[config.mk]
export PLATFORM = sky130hd
export DESIGN_NAME = conv3x3_mac
export DESIGN_NICKNAME = d
export VERILOG_FILES = /design/src/rtl/conv3x3_mac.sv
export SDC_FILE = /design/constraint.sdc
export NUM_CORES = 2
export LEC_CHECK = 0
export BUFFER_PORTS_ARGS = -buffer_cell sky130_fd_sc_hd__buf_2
export CORE_ASPECT_RATIO = 2
export CORE_MARGIN = 1
export CORE_UTILIZATION = 50
export CTS_BUF_LIST = sky130_fd_sc_hd__clkbuf_8
export DETAILED_ROUTE_END_ITERATION = 16
export GPL_TIMING_DRIVEN = 1
export PLACE_DENSITY = 0.66
export SETUP_SLACK_MARGIN = 0.02
export SYNTH_ARGS = -nofsm -noshare
export SYNTH_HDL_FRONTEND = slang
export SYNTH_SLANG_ARGS = --single-unit
[constraint.sdc]
create_clock -name i_clk -period 16.85 [get_ports i_clk]
set_clock_uncertainty 0.1 [all_clocks]
set_input_delay 1.685 -clock i_clk [delete_from_list [all_inputs] [get_ports i_clk]]
set_output_delay 1.685 -clock i_clk [all_outputs]
set_load 0.005 [all_outputs]
[src/rtl/conv3x3_mac.sv]
// conv3x3_mac: streaming 3x3 convolution multiply-accumulate.
// Pixel columns enter through a 3-column sliding window. Each complete window
// produces one signed dot product against a 9-entry weight table, two cycles
// after the column that completed it. Weights are loaded in the LOAD state,
// and columns are accepted only in RUN.
module conv3x3_mac #(
    parameter int WIDTH     = 8,
    parameter int ACC_WIDTH = 20
) (
    input  logic                        i_clk,
    input  logic                        i_rst,
    input  logic                        i_col_valid,
    input  logic [3*WIDTH-1:0]          i_col_data,
    input  logic                        i_row_start,
    input  logic                        i_wgt_wr,
    input  logic [3:0]                  i_wgt_addr,
    input  logic signed [7:0]           i_wgt_data,
    output logic                        o_ready,
    output logic                        o_valid,
    output logic signed [ACC_WIDTH-1:0] o_data
);

    // Unsigned pixel zero-extended to WIDTH+1 bits, times an 8-bit signed weight.
    localparam int PROD_WIDTH = WIDTH + 9;

    typedef enum logic {
        LOAD = 1'b0,
        RUN  = 1'b1
    } state_t;

    state_t                        state, state_nxt;
    logic signed [7:0]             weight      [9];
    logic signed [7:0]             weight_snap [9];
    logic [3*WIDTH-1:0]            win         [3];   // win[0] is the oldest column
    logic [1:0]                    cnt, cnt_nxt;
    logic                          wgt_ok, accept, clear_cnt, win_valid, win_q;
    logic signed [PROD_WIDTH-1:0]  prod_nxt    [9];
    logic signed [PROD_WIDTH-1:0]  prod        [9];
    logic                          p1_valid;
    logic signed [ACC_WIDTH-1:0]   sum;

    assign wgt_ok    = i_wgt_wr && (i_wgt_addr <= 4'd8);
    assign o_ready   = (state == RUN);
    assign accept    = i_col_valid && o_ready;
    assign win_valid = accept && (cnt_nxt == 2'd3);

    // State register.
    // NOTE: sequential state uses non-blocking assignments so that every register
    // samples pre-edge values, independent of the order the blocks are evaluated in.
    always_ff @(posedge i_clk or posedge i_rst) begin
        if (i_rst) state <= LOAD;
        else       state <= state_nxt;
    end

    // Next state: a write to the last weight starts RUN, a write to weight 0 returns to LOAD.
    // NOTE: every signal driven here gets a default first, so no path leaves it
    // unassigned and no latch is inferred.
    always_comb begin
        state_nxt = state;
        clear_cnt = 1'b0;
        if (wgt_ok) begin
            if (state == LOAD && i_wgt_addr == 4'd8) begin
                state_nxt = RUN;
            end else if (state == RUN && i_wgt_addr == 4'd0) begin
                state_nxt = LOAD;
                clear_cnt = 1'b1;
            end
        end
    end

    // Column counter: restarts at 1 on a row start and saturates at 3 (window full).
    always_comb begin
        cnt_nxt = cnt;
        if (clear_cnt) begin
            cnt_nxt = 2'd0;
        end else if (accept) begin
            if (i_row_start)       cnt_nxt = 2'd1;
            else if (cnt != 2'd3)  cnt_nxt = cnt + 2'd1;
        end
    end

    // Weight table write port; out-of-range addresses match no entry.
    // NOTE: this small register array is reset explicitly because results after a
    // reset must see all-zero weights; a RAM-style table without reset would not.
    always_ff @(posedge i_clk or posedge i_rst) begin
        if (i_rst) begin
            for (int k = 0; k < 9; k++) weight[k] <= '0;
        end else begin
            for (int k = 0; k < 9; k++) begin
                if (wgt_ok && i_wgt_addr == 4'(k)) weight[k] <= i_wgt_data;
            end
        end
    end

    // Window shift and counter. The weights in force at the accept edge are captured
    // with the window, so a write on that same edge only affects later windows.
    always_ff @(posedge i_clk or posedge i_rst) begin
        if (i_rst) begin
            cnt   <= 2'd0;
            win_q <= 1'b0;
            for (int c = 0; c < 3; c++) win[c] <= '0;
            for (int k = 0; k < 9; k++) weight_snap[k] <= '0;
        end else begin
            cnt   <= cnt_nxt;
            win_q <= win_valid;
            if (accept) begin
                win[0] <= win[1];
                win[1] <= win[2];
                win[2] <= i_col_data;
            end
            if (win_valid) begin
                for (int k = 0; k < 9; k++) weight_snap[k] <= weight[k];
            end
        end
    end

    // Products: row r of column c is bits [(2-r)*WIDTH +: WIDTH]; top row is most significant.
    always_comb begin
        prod_nxt = '{default: '0};
        for (int r = 0; r < 3; r++) begin
            for (int c = 0; c < 3; c++) begin
                prod_nxt[r*3+c] = PROD_WIDTH'($signed({1'b0, win[c][(2-r)*WIDTH +: WIDTH]}))
                                * PROD_WIDTH'(weight_snap[r*3+c]);
            end
        end
    end

    // Stage 1: register the nine products of a completed window.
    always_ff @(posedge i_clk or posedge i_rst) begin
        if (i_rst) begin
            p1_valid <= 1'b0;
            for (int k = 0; k < 9; k++) prod[k] <= '0;
        end else begin
            p1_valid <= win_q;
            if (win_q) begin
                for (int k = 0; k < 9; k++) prod[k] <= prod_nxt[k];
            end
        end
    end

    // Sign-extended sum of the products; the full range fits ACC_WIDTH.
    always_comb begin
        sum = '0;
        for (int k = 0; k < 9; k++) sum = sum + ACC_WIDTH'(prod[k]);
    end

    // Stage 2: publish the result as a one-cycle pulse; o_data holds between results.
    always_ff @(posedge i_clk or posedge i_rst) begin
        if (i_rst) begin
            o_valid <= 1'b0;
            o_data  <= '0;
        end else begin
            o_valid <= p1_valid;
            if (p1_valid) o_data <= sum;
        end
    end

endmodule

==> run summary <==
htree depth = 2
TritonCTS Sinks = 395
max-cap viol count = 0
crit start category = register
CTS root buf = clkbuf_8
worst hold start = weight[63]$_DFFE_PP0P_
CP arrival = 5.41 ns
depth of the worst register-to-register path = 15
ys async rst share = 100%
clk buf depth = 3
Starting DRT DRC Count = 1161
die height = 394 um
first-pass GRT wire length = 158000 um
Die Area = 77900 um^2
HP Class = reg -> reg
WHS Endpoint = weight_snap[63]$_DFFE_PP0P_
RSZ-0062 raised after global routing = false
routed length per instance = 20.6 um
post-detailed-route count of antenna-violating nets = 0
IO Count = 63
ys flop type = dfrtp_1
Core Footprint = 76000 um^2
area grow syn2layout = 6.94%
gp weighted congestion = 0.939
layout cells sized above 1 = 11.9%
global route overflow = 0
Slew @ Worst Pin = 0.980 ns
post-CTS sizing = 0
post-CTS setup buffers = 0
Avg Cell Area, Syn = 10.2 um^2
worst hold stages = 2
vias per cell = 5.44
setup slack after placement = 11.94 ns
drt total wl = 100000 um
CTS tree = done
M2 GR Usage = 51.8%
initial antenna violation count = 2
GR Layer Usage met1 = 25.8%
Max-slew headroom = 34.4%
fin crit share = 29.5%
flop2flop setup slack = 11.88 ns
Syn. warnings = 0
Die Width = 198 um
# setup viols final = 0
clock-pin slew on the worst setup and hold paths = 0.07 ns
Post-Syn Instances = 3775
synthesized area = 38400 um^2
final hold viol count = 0
Num CTS Buffers = 61
Synth cell types = 62
crit path max fanout = 6
post-synthesis sequential area ratio = 25.8%
critical path class = reg -> reg
Fmax achieved = 0.201 GHz
Worst Slack Setup Final = 11.88 ns
Slew Limit Fails = 0
Most Crowded Layer GR = met2
vias in the first global route = 28700
Post-Syn Nets = 4677
critical path capture point type = register
synthesized flop and latch total = 395
minimum clock period = 4.97 ns
IO buf count = 62
setup TNS = 0 ns
met3 track demand over resource = 2.67%
Vias = 26500
number of synthesized flops with an enable pin = 0
CP required = 17.30 ns
status = complete, no violations
Pre-antenna DRT Iters = 5
# DRC = 0
worst skew pair latency = 0.72 ns
Worst Setup SP = weight_snap[55]$_DFFE_PP0P_
detailed placer's ending HPWL = 82000 um
reg-to-reg endpoint = prod[117]$_DFFE_PP0P_
largest net degree at the start of global routing = 76
worst r2r src = weight_snap[55]$_DFFE_PP0P_
Hold Buf Count CTS = 0
Initial Utilization = 50.5%
# rows = 143
GRT Overall Usage = 27.0%
NumNets Final = 4706
-- Yosys cell counts, types with 33 or more instances --
| cell | number | area, um^2 |
|---|---|---|
| inv_1 | 729 | 2740 |
| fa_1 | 454 | 9090 |
| ha_1 | 407 | 5090 |
| dfrtp_1 | 395 | 9880 |
| nand2_1 | 310 | 1160 |
| and2_1 | 284 | 1780 |
| mux2_2 | 261 | 2940 |
| nor2_1 | 121 | 454 |
| o21ai_0 | 114 | 571 |
| clkbuf_1 | 94 | 353 |
| a21oi_1 | 91 | 455 |
| xnor2_1 | 63 | 552 |
| nand2b_1 | 49 | 307 |
| nor3_1 | 38 | 190 |
| a211oi_1 | 37 | 278 |
| nand3_1 | 34 | 170 |
| o21a_1 | 33 | 248 |
-- metrics by stage --
step | util (%) | instance area [um^2] | std cells | hold slack [ns]
after CTS | 54.0 | 41000 | 4869 | 0.385
after global routing | 54.0 | 41000 | 4870 | 0.412
final | 54.0 | 41000 | 4872 | 0.386
after floorplan | - | 38400 | 3775 | 0.252
after detailed placement | 52.1 | 39600 | 4756 | 0.376
after global placement | 52.1 | 39600 | 4756 | 0.363
-- per-layer routing --
| metal | share of wire [%] | wire length (um) |
|---|---|---|
| met5 | 0 | 0 |
| met3 | 2.8 | 2790 |
| met2 | 56 | 55900 |
| met4 | 9.1 | 9130 |
| met1 | 32 | 32500 |
-- logic make-up after synthesis --
group,synth area share [%]
compound gates,6.82
xor+xnor,1.96
fa+ha+maj,37.0
buf+inv,8.36
flops,25.8
mux,8.10
simple gates,12.1
-- worst max-delay path by stage --
stage                             to  slack [ns]  cells past startpoint
6_report       prod[117]$_DFFE_PP0P_       11.88                     15
5_1_grt        prod[117]$_DFFE_PP0P_       11.63                     15
4_1_cts         prod[31]$_DFFE_PP0P_       11.92                     15
3_5_place_dp    prod[31]$_DFFE_PP0P_       11.94                     15
3_3_place_gp    prod[31]$_DFFE_PP0P_       11.98                     15
2_1_floorplan       cnt[0]$_DFF_PP0_        4.08                      1
-- worst max-delay path, stage by stage, from the launching register on --
cell and delay (ns):
dfrtp_1 0.47, inv_1 0.19, fa_1 0.55, inv_1 0.05
fa_1 0.48, fa_1 0.55, inv_1 0.05, fa_1 0.48
inv_1 0.04, ha_1 0.31, o21ai_0 0.15, o21a_1 0.23
nor3b_1 0.40, o31ai_1 0.16, xor2_1 0.45, a21oi_1 0.15
-- sequential cells by signal, summed over array words and instances (netlist names) --
| name | count |
|---|---|
| o_data | 20 |
| o_ready | 1 |
| win_q | 1 |
| cnt | 2 |
| win | 72 |
| prod | 153 |
| weight | 72 |
| weight_snap | 72 |
| p1_valid | 1 |
| o_valid | 1 |
-- area by class of cell --
cell class / instances / area, um^2
diodes: 3 / 7.51
clock buffers: 75 / 1030
clock inverters: 38 / 382
fillers: 6882 / 35000
inverters: 729 / 2740
multi-input cells: 2539 / 25300
flip-flops and latches: 395 / 9890
well taps: 1015 / 1270
repair buffers: 78 / 430
-- cells in the final DEF (no fill, tap or decap), drive strengths merged, types with 91 or more instances in the layout --
master	count
nand2	311
and2	284
nor2	121
o21ai	114
fa	454
inv	740
mux2	267
ha	407
dfrtp	395
a21oi	91
Power is left out: the tool's default activity adds up to more than one toggle a clock period on the data nets, which glitch-free logic cannot reach.
